## src/rtl/exc_pkg.sv

```systemverilog
// Shared definitions for the exception controller: FSM state encoding and CP0 cause codes.
package exc_pkg;

    typedef enum logic [1:0] {
        StIdle    = 2'd0,
        StHandler = 2'd1,
        StReturn  = 2'd2
    } exc_state_e;

    localparam logic [4:0] ExcInt  = 5'd0;
    localparam logic [4:0] ExcAdel = 5'd4;
    localparam logic [4:0] ExcAdes = 5'd5;
    localparam logic [4:0] ExcRi   = 5'd10;
    localparam logic [4:0] ExcOv   = 5'd12;

    localparam int unsigned HwIntWidth = 6;

endpackage

```

## src/rtl/irq_sync.sv

```systemverilog
// Two-flop synchronizer for the raw device interrupt lines.
module irq_sync #(
    parameter int unsigned Width = 6
) (
    input  logic             clk,
    input  logic             reset,
    input  logic [Width-1:0] async_in,
    output logic [Width-1:0] sync_out
);

    logic [Width-1:0] meta_q;
    logic [Width-1:0] sync_q;

    always_ff @(posedge clk or negedge reset) begin
        if (!reset) begin
            meta_q <= '0;
            sync_q <= '0;
        end else begin
            meta_q <= async_in;
            sync_q <= meta_q;
        end
    end

    assign sync_out = sync_q;

endmodule

```

## src/rtl/exc_ctrl.sv

```systemverilog
// Commit-stage exception/interrupt controller driving the CP0 exception write and pipeline flush.
// Build option: EXC_IRQ_SYNC_EN adds a two-flop synchronizer on the interrupt lines.
module exc_ctrl
    import exc_pkg::*;
#(
    parameter logic [31:0] HANDLER_PC = 32'h0000_4180
) (
    input  logic        clk,
    input  logic        reset,
    input  logic [5:0]  hwint_in,
    input  logic [31:0] sr,
    input  logic        stage_valid,
    input  logic        exc_valid,
    input  logic [4:0]  exc_code,
    input  logic        in_delay_slot,
    input  logic        eret,
    output logic        take,
    output logic [4:0]  ex_out,
    output logic        bd_out,
    output logic [5:0]  hwint_out,
    output logic        flush,
    output logic [31:0] redirect_pc,
    output logic        nested_err
);

    exc_state_e state_q, state_d;
    logic       nested_q, nested_d;
    logic       irq_req;
    logic       take_c;
    logic [5:0] im;
    logic       sr_exl;
    logic       sr_ie;
    logic       unused_sr;

    assign im        = sr[15:10];
    assign sr_exl    = sr[1];
    assign sr_ie     = sr[0];
    assign unused_sr = ^{sr[31:16], sr[9:2]};

`ifdef EXC_IRQ_SYNC_EN
    irq_sync #(
        .Width (HwIntWidth)
    ) u_irq_sync (
        .clk      (clk),
        .reset    (reset),
        .async_in (hwint_in),
        .sync_out (hwint_out)
    );
`else
    // Held at zero during reset so CP0 never sees live lines while the block is cleared.
    assign hwint_out = reset ? hwint_in : '0;
`endif

    assign irq_req = (|(hwint_out & im)) && sr_ie && !sr_exl && stage_valid;

    always_comb begin
        state_d  = state_q;
        nested_d = nested_q;
        take_c   = 1'b0;
        case (state_q)
            StIdle: begin
                take_c = reset && ((exc_valid && stage_valid) || irq_req);
                if (take_c) begin
                    state_d = StHandler;
                end
            end
            StHandler: begin
                if (exc_valid && stage_valid) begin
                    nested_d = 1'b1;
                end
                if (eret) begin
                    state_d = StReturn;
                end
            end
            // One dead cycle while CP0 clears EXL, so a stale EXL cannot hide a pending IRQ.
            StReturn: begin
                state_d = StIdle;
            end
            default: begin
                state_d = StIdle;
            end
        endcase
    end

    always_ff @(posedge clk or negedge reset) begin
        if (!reset) begin
            state_q  <= StIdle;
            nested_q <= 1'b0;
        end else begin
            state_q  <= state_d;
            nested_q <= nested_d;
        end
    end

    assign take        = take_c;
    assign flush       = take_c;
    assign ex_out      = (take_c && exc_valid) ? exc_code : ExcInt;
    assign bd_out      = take_c && in_delay_slot;
    assign redirect_pc = HANDLER_PC;
    assign nested_err  = nested_q;

endmodule

```

## config.mk

```make
export PLATFORM = sky130hd
export DESIGN_NAME = exc_ctrl
export DESIGN_NICKNAME = d
export VERILOG_FILES = /design/src/rtl/exc_pkg.sv /design/src/rtl/irq_sync.sv /design/src/rtl/exc_ctrl.sv
export SDC_FILE = /design/constraint.sdc
export NUM_CORES = 1
export LEC_CHECK = 0
export ABC_AREA = 1
export BUFFER_PORTS_ARGS = -buffer_cell sky130_fd_sc_hd__buf_4
export CAP_MARGIN = 0
export CORE_ASPECT_RATIO = 0.7
export CORE_UTILIZATION = 27
export DETAILED_ROUTE_END_ITERATION = 10
export PLACE_DENSITY_LB_ADDON = 0.12
export SKIP_LAST_GASP = 1
export SLEW_MARGIN = 20
export SYNTH_ARGS = -nofsm -noshare
export SYNTH_HDL_FRONTEND = slang
export SYNTH_SLANG_ARGS = --single-unit
export TNS_END_PERCENT = 10
```

## constraint.sdc

```tcl
create_clock -name clk -period 1.26 [get_ports clk]
set_input_delay 0.126 -clock clk [delete_from_list [all_inputs] [get_ports clk]]
set_output_delay 0.126 -clock clk [all_outputs]
set_load 0.005 [all_outputs]
```

==> results of run 1 <==
-- cells by family after synthesis --
group	after synthesis
other cells	2
simple gates	35
compound gates	1
flops	3
buf+inv	52
-- cell type report --
class	count	area [sq um]	area share [%]
Clock buffer	4	26.3	3.22
Sequential cell	3	75.1	9.20
Inverter	18	67.6	8.28
Multi-Input combinational cell	68	302	37.0
Timing Repair Buffer	42	318	39.0
Tap cell	22	27.5	3.37
-- per-layer routing --
layer,wire (um),track usage [%],vias to the layer above
met5,0,0,-
met1,498,11.4,253
met4,0,5.49,0
li1,-,-,287
met3,117,2.26,0
met2,593,17.4,38
-- where the power goes --
group          internal (W)  total (W)  switching (W)  leakage, nW
registers          0.000110   0.000119     0.00000855       0.0363
logic              0.000113   0.000214       0.000101        0.514
clock network      0.000119   0.000176      0.0000572       0.0150
-- path summary, 6_finish.rpt --
path,slack (ns),endpoint,start
worst max-delay path,-0.08,ex_out[2],state_q[1]
worst min-delay path,0.15,state_q[1],eret
worst max register to register,0.38,nested_err,state_q[1]
worst min register to register,0.49,nested_err,nested_err
max in group asynchronous,0.67,nested_err,reset
min in group asynchronous,0.44,state_q[0],reset
-- worst max-delay path, cell delays in order (launching register included) --
cell and delay, ns:
dfrtp_1 0.37, nor2_1 0.10, inv_1 0.07, nor2_4 0.11, nand3_4 0.11, nor2_1 0.12
buf_4 0.11
-- registers in the layout (all words and copies together), names as in the netlist --
name        flops
state_q         2
nested_err      1
-- through the flow --
stage | util [%] | hold slack (ns) | power (W) | instance area (sq um) | setup WS [ns]
finish | 42.5 | 0.149 | 0.000510 | 816 | -0.0827
global route | 42.5 | 0.146 | 0.000559 | 816 | -0.204
CTS | 41.1 | -0.141 | 0.000504 | 788 | -0.105
detailed placement | 39.2 | 0.113 | 0.000315 | 752 | 0.0655
global placement | 39.2 | 0.117 | 0.000314 | 752 | 0.0657
floorplan | - | -0.170 | 0.000279 | 683 | 0.222
-- what timing repair did --
item | 4_1_cts | 5_1_grt
setup buffers | 1 | 0
hold endpoints to repair | 3 | 3
resized for setup | 1 | 4
pin swaps | 2 | 1
cloned | 0 | 0
endpoints found under the setup margin | 8 | 8
-- cell usage in the layout (no fill, tap or decap), types with 2 or more instances in the layout --
master,n
buf_4,41
dfrtp_1,3
nand3_1,5
nor2_2,2
nand2_1,16
nor2_1,7
clkbuf_4,3
conb_1,32
inv_1,18
==> impl_metrics.json, run 1 <==
{
  "synth_common_cells": "buf_4 (33), inv_1 (18), nand2_1 (16)",
  "root_buffer": "clkbuf_4",
  "p_per_area_nw_per_um2": 625,
  "synth_area_leader_cell": "buf_4",
  "rsz0062_at_grt": "yes",
  "yosysMostFrequentCell": "buf_4",
  "synth_compound_area_share_pct": 1.54,
  "drtIter0Drc": 34,
  "num_io_pins": 96,
  "fp.dieW_um": 56.9,
  "cp_max_fo": 5,
  "hold_path_class": "in -> reg",
  "clock_skew_ns": 0.00166,
  "yosys_warnings": 0,
  "hold_violations": 0,
  "arrival_ns": 1.22,
  "final.min_clock_period_ns": 1.34,
  "status": "complete, but fails checks",
  "setup-violations-final": 8,
  "worst_ep_required_time_ns": 1.13,
  "setup-tns-final_ns": -0.456,
  "reg2reg_depth": 3,
  "maxCapViolations": 0,
  "synth_top_family_by_area": "buffers and inverters",
  "synth_xor_area_share_pct": 0,
  "setup_ws_ns": -0.0827,
  "grt_first_pass_wirelength_mm": 1.65,
  "slew_viol_final": 0,
  "violations": "design-rule violations, negative setup slack",
  "die_h_um": 40.5,
  "fmax_ghz": 0.745,
  "gp_congestion": 0.690,
  "drive_above_1_share_pct": 37.0,
  "synthAdderAreaFrac_pct": 0,
  "end_kind": "primary output",
  "antenna_found_initial": 0,
  "port_buffers": 39,
  "fp.coreArea_sq_um": 1920,
  "synthArstFlopShare_pct": 100,
  "cp-start-kind": "flip-flop",
  "grt_pass1_vias": 427,
  "grt_max_degree": 12,
  "synth.avg_cell_area_sq_um": 6.13,
  "synth-simple-area-share_pct": 26.8,
  "fin_cells": 157,
  "start_util_pct": 29.7,
  "clk_pin_slew_worst_paths_ns": 0.04,
  "cts_tree": "done",
  "routed_via_density": 3.68,
  "drtPass1Iterations": 7,
  "track_usage_pct": 9.76,
  "overflow": 0,
  "peakVddDrop_mv": 0.452,
  "criticalPathCategory": "reg -> out",
  "antenna_left": 0,
  "clock-sinks": 3,
  "clkLatencyLatePin_ns": 0.24,
  "synthToLayoutAreaGrowth_pct": 43.0,
  "synth-main-ff-cell": "dfrtp_1",
  "fillerInstances": 196,
  "synth_edf_count": 0,
  "cts_buffers": 3,
  "yosys.area.top_type_share_pct": 43.4,
  "h-tree-depth": 1,
  "finish.net_count": 185,
  "wirelength_mm": 1.21,
  "ys_ff_latch": 3,
  "synth_cell_types": 13,
  "p_leak_nw": 0.565,
  "die_area_sq_um": 2300,
  "max-clock-path-buffers": 2,
  "synth.area.mux_share_pct": 0,
  "post-route-period-util_pct": 107,
  "remaining_drc_errors": 13,
  "place_inst": 151,
  "num_antenna_cells": 0,
  "synth_area_sq_um": 571,
  "post_drt_wl_per_cell_um": 7.70,
  "row_count": 13,
  "hpwl_um": 964,
  "syn_inst": 93,
  "worstHoldPathCells": 3,
  "synth.top_cells.by_area": "buf_4 (43%), dfrtp_1 (13%), inv_1 (12%), nand2_1 (11%), nor2_1 (6.6%)",
  "ys_seq_area_share_pct": 13.2,
  "vias": 578
}
Note: power is estimated with default switching activity, not from simulation.
==> run 2: changes to the inputs <==
Settings changed: TNS_END_PERCENT 10 to default.
==> impl_metrics.json, run 2 (synthesis gave the netlist of run 1 again) <==
{
  "p_comb_share_pct": 43.0,
  "cp-start-kind": "flip-flop",
  "p_per_area_nw_per_um2": 622,
  "switchingPower_w": 0.000172,
  "violations": "design-rule violations, negative setup slack",
  "fp.dieW_um": 56.9,
  "crit_path_top_delay_cell": "dfrtp_1",
  "cts_tree": "done",
  "layout_commonest_cell": "buf_4",
  "post-route-period-util_pct": 107,
  "drtPass1Iterations": 7,
  "seq_power_share_pct": 22.8,
  "peakVddDrop_mv": 0.464,
  "arrival_ns": 1.22,
  "num_antenna_cells": 0,
  "vias": 581,
  "wirelength_mm": 1.23,
  "rsz0062_at_grt": "yes",
  "grt_first_pass_wirelength_mm": 1.65,
  "setup-violations-final": 8,
  "worst_ep_required_time_ns": 1.13,
  "antenna_found_initial": 0,
  "path_cells": "nor2_1 > inv_1 > nor2_4 > nand3_4 > nor2_2 > buf_4",
  "post_drt_wl_per_cell_um": 7.79,
  "num_io_pins": 96,
  "finalInstanceArea_sq_um": 838,
  "track_usage_pct": 9.76,
  "die_h_um": 40.5,
  "remaining_drc_errors": 13,
  "hold_path_class": "in -> reg",
  "slew_viol_final": 0,
  "drive_above_1_share_pct": 40.4,
  "finish.net_count": 186,
  "row_count": 13,
  "grt_max_degree": 12,
  "max_stage_delay_ns": 0.37,
  "most-common-layout-cells": "buf_4 (40), conb_1 (32), inv_1 (17)",
  "criticalPathCategory": "reg -> out",
  "fmax_ghz": 0.741,
  "largest-register": "state_q",
  "synthToLayoutAreaGrowth_pct": 46.9,
  "place_ws_ns": 0.0655,
  "placed_cell_area_sq_um": 752,
  "routed_via_density": 3.68,
  "setup_ws_ns": -0.0904,
  "clockPowerShare_pct": 34.1,
  "cts_buffers": 3,
  "antenna_left": 0,
  "grt_pass1_vias": 428,
  "overflow": 0,
  "status": "complete, but fails checks",
  "finalPower_w": 0.000521,
  "fp.coreArea_sq_um": 1920,
  "final.min_clock_period_ns": 1.35,
  "start_util_pct": 29.7,
  "final_util_pct": 43.7,
  "cp_max_fo": 5,
  "clock-sinks": 3,
  "fillerInstances": 195,
  "hold_violations": 0,
  "largest_register_ffs": 2,
  "port_buffers": 39,
  "drtIter0Drc": 26,
  "switching_share_pct": 33.1,
  "intPower_w": 0.000349,
  "setup-tns-final_ns": -0.510,
  "max-clock-path-buffers": 2,
  "maxCapViolations": 0,
  "h-tree-depth": 1,
  "die_area_sq_um": 2300,
  "hpwl_um": 964,
  "p_leak_nw": 0.569,
  "clock_skew_ns": 0.00181,
  "root_buffer": "clkbuf_4",
  "end_kind": "primary output",
  "gp_congestion": 0.690,
  "clkLatencyLatePin_ns": 0.24,
  "clk_pin_slew_worst_paths_ns": 0.04
}
run 2: cell types whose count changed in the layout (fill, tap and decap cells not counted):
cell	delta
nor2_2	+2
buf_6	+2
inv_2	+1
nor2_1	-2
buf_4	-1
inv_1	-1
nand2_2	+1
nand2_1	-1
run 2: worst max-delay path: cells and delay by family, from the launching register on:
family                 cells  cell delay, ns
buffers and inverters      2            0.18
AND/OR/NAND/NOR            4            0.44
flip-flops                 1            0.37
run 2: final cells by class:
cell class / instances / area (sq um) / share of cell area [%]
Timing Repair Buffer: 43 / 333 / 39.7
Multi-Input combinational cell: 68 / 309 / 36.9
Sequential cell: 3 / 75.1 / 8.96
Inverter: 18 / 67.6 / 8.06
Tap cell: 22 / 27.5 / 3.28
Clock buffer: 4 / 26.3 / 3.13
run 2: power by group through the flow:
| stage | logic [W] | registers, W | clock network, W |
|---|---|---|---|
| CTS | 0.000203 | 0.000118 | 0.000183 |
| global route | 0.000253 | 0.000120 | 0.000197 |
| floorplan | 0.000160 | 0.000119 | 0 |
| detailed placement | 0.000196 | 0.000119 | 0 |
| global placement | 0.000195 | 0.000119 | 0 |
| finish | 0.000224 | 0.000119 | 0.000178 |
run 2: what timing repair did:
item | 4_1_cts | 5_1_grt
gates resized for setup | 1 | 10
buffers inserted | 1 | 1
hold endpoints to repair | 3 | 3
pin swaps | 2 | 2
endpoints found under the setup margin | 8 | 8
run 2: metal layers:
layer	GRT usage [%]	vias up	wire length, um
met5	0	-	0
met4	5.49	0	0
met3	2.26	0	124
met2	17.4	38	607
met1	11.4	253	499
li1	-	290	-
run 2: path summary, 6_finish.rpt:
check / slack [ns] / startpoint / cells past startpoint / endpoint
min in group asynchronous: 0.44 / reset / 3 / state_q[0]
worst min register to register: 0.49 / nested_err / 1 / nested_err
worst min-delay path: 0.15 / eret / 3 / state_q[1]
worst max register to register: 0.28 / state_q[1] / 6 / state_q[0]
max in group asynchronous: 0.67 / reset / 3 / nested_err
worst max-delay path: -0.09 / state_q[1] / 6 / ex_out[2]
run 2: per-stage QoR:
step / hold slack (ns) / instances
after floorplan: -0.170 / 123
after global placement: 0.117 / 151
after detailed placement: 0.113 / 151
after CTS: -0.141 / 156
after global routing: 0.146 / 158
final: 0.148 / 158
==> run 3: changes to the inputs <==
Settings changed: SKIP_LAST_GASP 1 to default, SYNTH_HIERARCHICAL from default to 1.
==> impl_metrics.json, run 3 <==
{
  "cts_buffers": 3,
  "grt_max_degree": 12,
  "p_comb_share_pct": 43.0,
  "rsz0062_at_grt": "yes",
  "routed_via_density": 3.68,
  "antenna_found_initial": 0,
  "drive_above_1_share_pct": 40.4,
  "clock-sinks": 3,
  "status": "complete, but fails checks",
  "grt_pass1_vias": 428,
  "hold_violations": 0,
  "num_antenna_cells": 0,
  "hpwl_um": 964,
  "die_area_sq_um": 2300,
  "synth_edf_count": 0,
  "row_count": 13,
  "holdWs_ns": 0.148,
  "synth_common_cells": "buf_4 (33), inv_1 (18), nand2_1 (16)",
  "timing.rr.end": "state_q[0]",
  "track_usage_pct": 9.76,
  "fmax_ghz": 0.741,
  "seq_power_share_pct": 22.8,
  "antenna_left": 0,
  "fp.coreArea_sq_um": 1920,
  "setup-tns-final_ns": -0.510,
  "synth.avg_cell_area_sq_um": 6.13,
  "syn_inst": 93,
  "p_leak_nw": 0.569,
  "clkLatencyLatePin_ns": 0.24,
  "r2r_start": "state_q[1]",
  "post_drt_wl_per_cell_um": 7.79,
  "intPower_w": 0.000349,
  "criticalPathCategory": "reg -> out",
  "crit_path_end": "ex_out[2]",
  "p_per_area_nw_per_um2": 622,
  "overflow": 0,
  "yosysMostFrequentCell": "buf_4",
  "arrival_ns": 1.22,
  "gp_congestion": 0.690,
  "fin_cells": 158,
  "violations": "design-rule violations, negative setup slack",
  "drtIter0Drc": 26,
  "yosys_warnings": 6,
  "setup-violations-final": 8,
  "setup_ws_ns": -0.0904,
  "synth-main-ff-cell": "dfrtp_1",
  "max_stage_delay_ns": 0.37,
  "final.min_clock_period_ns": 1.35,
  "synth_area_sq_um": 571,
  "port_buffers": 39,
  "finish.net_count": 186,
  "worst_ep_required_time_ns": 1.13,
  "path_cells": "nor2_1 > inv_1 > nor2_4 > nand3_4 > nor2_2 > buf_4",
  "num_io_pins": 96,
  "ys_ff_latch": 3,
  "cp_max_fo": 5,
  "clk_pin_slew_worst_paths_ns": 0.04,
  "remaining_drc_errors": 13,
  "grt_first_pass_wirelength_mm": 1.65,
  "die_h_um": 40.5,
  "synthToLayoutAreaGrowth_pct": 46.9,
  "h-tree-depth": 1,
  "ys_seq_area_share_pct": 13.2,
  "synthArstFlopShare_pct": 100,
  "cp-startpoint": "state_q[1]",
  "end_kind": "primary output",
  "place_ws_ns": 0.0655,
  "yosys.area.top_type_share_pct": 43.4,
  "layout_commonest_cell": "buf_4",
  "crit_path_top_delay_cell": "dfrtp_1",
  "place_inst": 151,
  "start_util_pct": 29.7,
  "synth_area_leader_cell": "buf_4",
  "clockPowerShare_pct": 34.1,
  "synth_cell_types": 13,
  "switchingPower_w": 0.000172,
  "largest-register": "state_q",
  "switching_share_pct": 33.1,
  "maxCapViolations": 0,
  "r2r_slack_ns": 0.28,
  "cts_tree": "done",
  "most-common-layout-cells": "buf_4 (40), conb_1 (32), inv_1 (17)",
  "peakVddDrop_mv": 0.464,
  "reg2reg_depth": 6,
  "post-route-period-util_pct": 107,
  "slew_viol_final": 0,
  "cp-start-kind": "flip-flop",
  "drtPass1Iterations": 7,
  "root_buffer": "clkbuf_4",
  "wirelength_mm": 1.23,
  "synth.top_cells.by_area": "buf_4 (43%), dfrtp_1 (13%), inv_1 (12%), nand2_1 (11%), nor2_1 (6.6%)",
  "clock_skew_ns": 0.00181,
  "max-clock-path-buffers": 2,
  "fp.dieW_um": 56.9,
  "hold_path_class": "in -> reg",
  "largest_register_ffs": 2,
  "vias": 581
}
## run 3: metal layers
layer	vias to the layer above	track usage [%]	share of wire [%]
li1	290	-	-
met1	253	11.4	41
met2	38	17.4	49
met3	0	2.26	10
met4	0	5.49	0
met5	-	0	0
## run 3: per-stage QoR
stage / utilization, % / power, W / instance area (sq um)
after detailed placement: 39.2 / 0.000315 / 752
after CTS: 41.1 / 0.000504 / 788
after floorplan: - / 0.000279 / 683
after global routing: 43.7 / 0.000570 / 838
final: 43.7 / 0.000521 / 838
after global placement: 39.2 / 0.000314 / 752
## run 3: worst max-delay path, delay by kind of cell (launching register included)
kind                   cells  cell delay, ns
DFF                        1            0.37
buffers and inverters      2            0.18
and+or+nand+nor            4            0.44
## run 3: final cells by class
| type | count | area, sq um |
|---|---|---|
| Fill cell | 195 | 1080 |
| Timing Repair Buffer | 43 | 333 |
| Multi-Input combinational cell | 68 | 309 |
| Sequential cell | 3 | 75.1 |
| Inverter | 18 | 67.6 |
| Tap cell | 22 | 27.5 |
| Clock buffer | 4 | 26.3 |
## run 3: cell families after synthesis
group | after synthesis | share of synthesized area, %
compound gates | 1 | 1.54
other cells | 2 | 1.32
buf+inv | 52 | 57.2
simple gates | 35 | 26.8
flops | 3 | 13.2
## run 3: worst min-delay path by stage
| stage | from | to | depth (start not counted) |
|---|---|---|---|
| finish | eret | state_q[1] | 3 |
| global route | stage_valid | nested_err | 2 |
| CTS | reset | state_q[0] | 2 |
| detailed placement | reset | state_q[0] | 2 |
| global placement | reset | state_q[1] | 2 |
| floorplan | reset | nested_err | 0 |
## run 3: what timing repair did
action                     CTS  global route
pin swaps                    2             2
buffers inserted             1             1
resized for setup            1            10
setup endpoints to repair    8             8
hold endpoints to repair     3             3
## run 3: power groups by stage
| stage | registers (W) | logic (W) | clock network [W] |
|---|---|---|---|
| CTS | 0.000118 | 0.000203 | 0.000183 |
| detailed placement | 0.000119 | 0.000196 | 0 |
| floorplan | 0.000119 | 0.000160 | 0 |
| global route | 0.000120 | 0.000253 | 0.000197 |
| finish | 0.000119 | 0.000224 | 0.000178 |
| global placement | 0.000119 | 0.000195 | 0 |
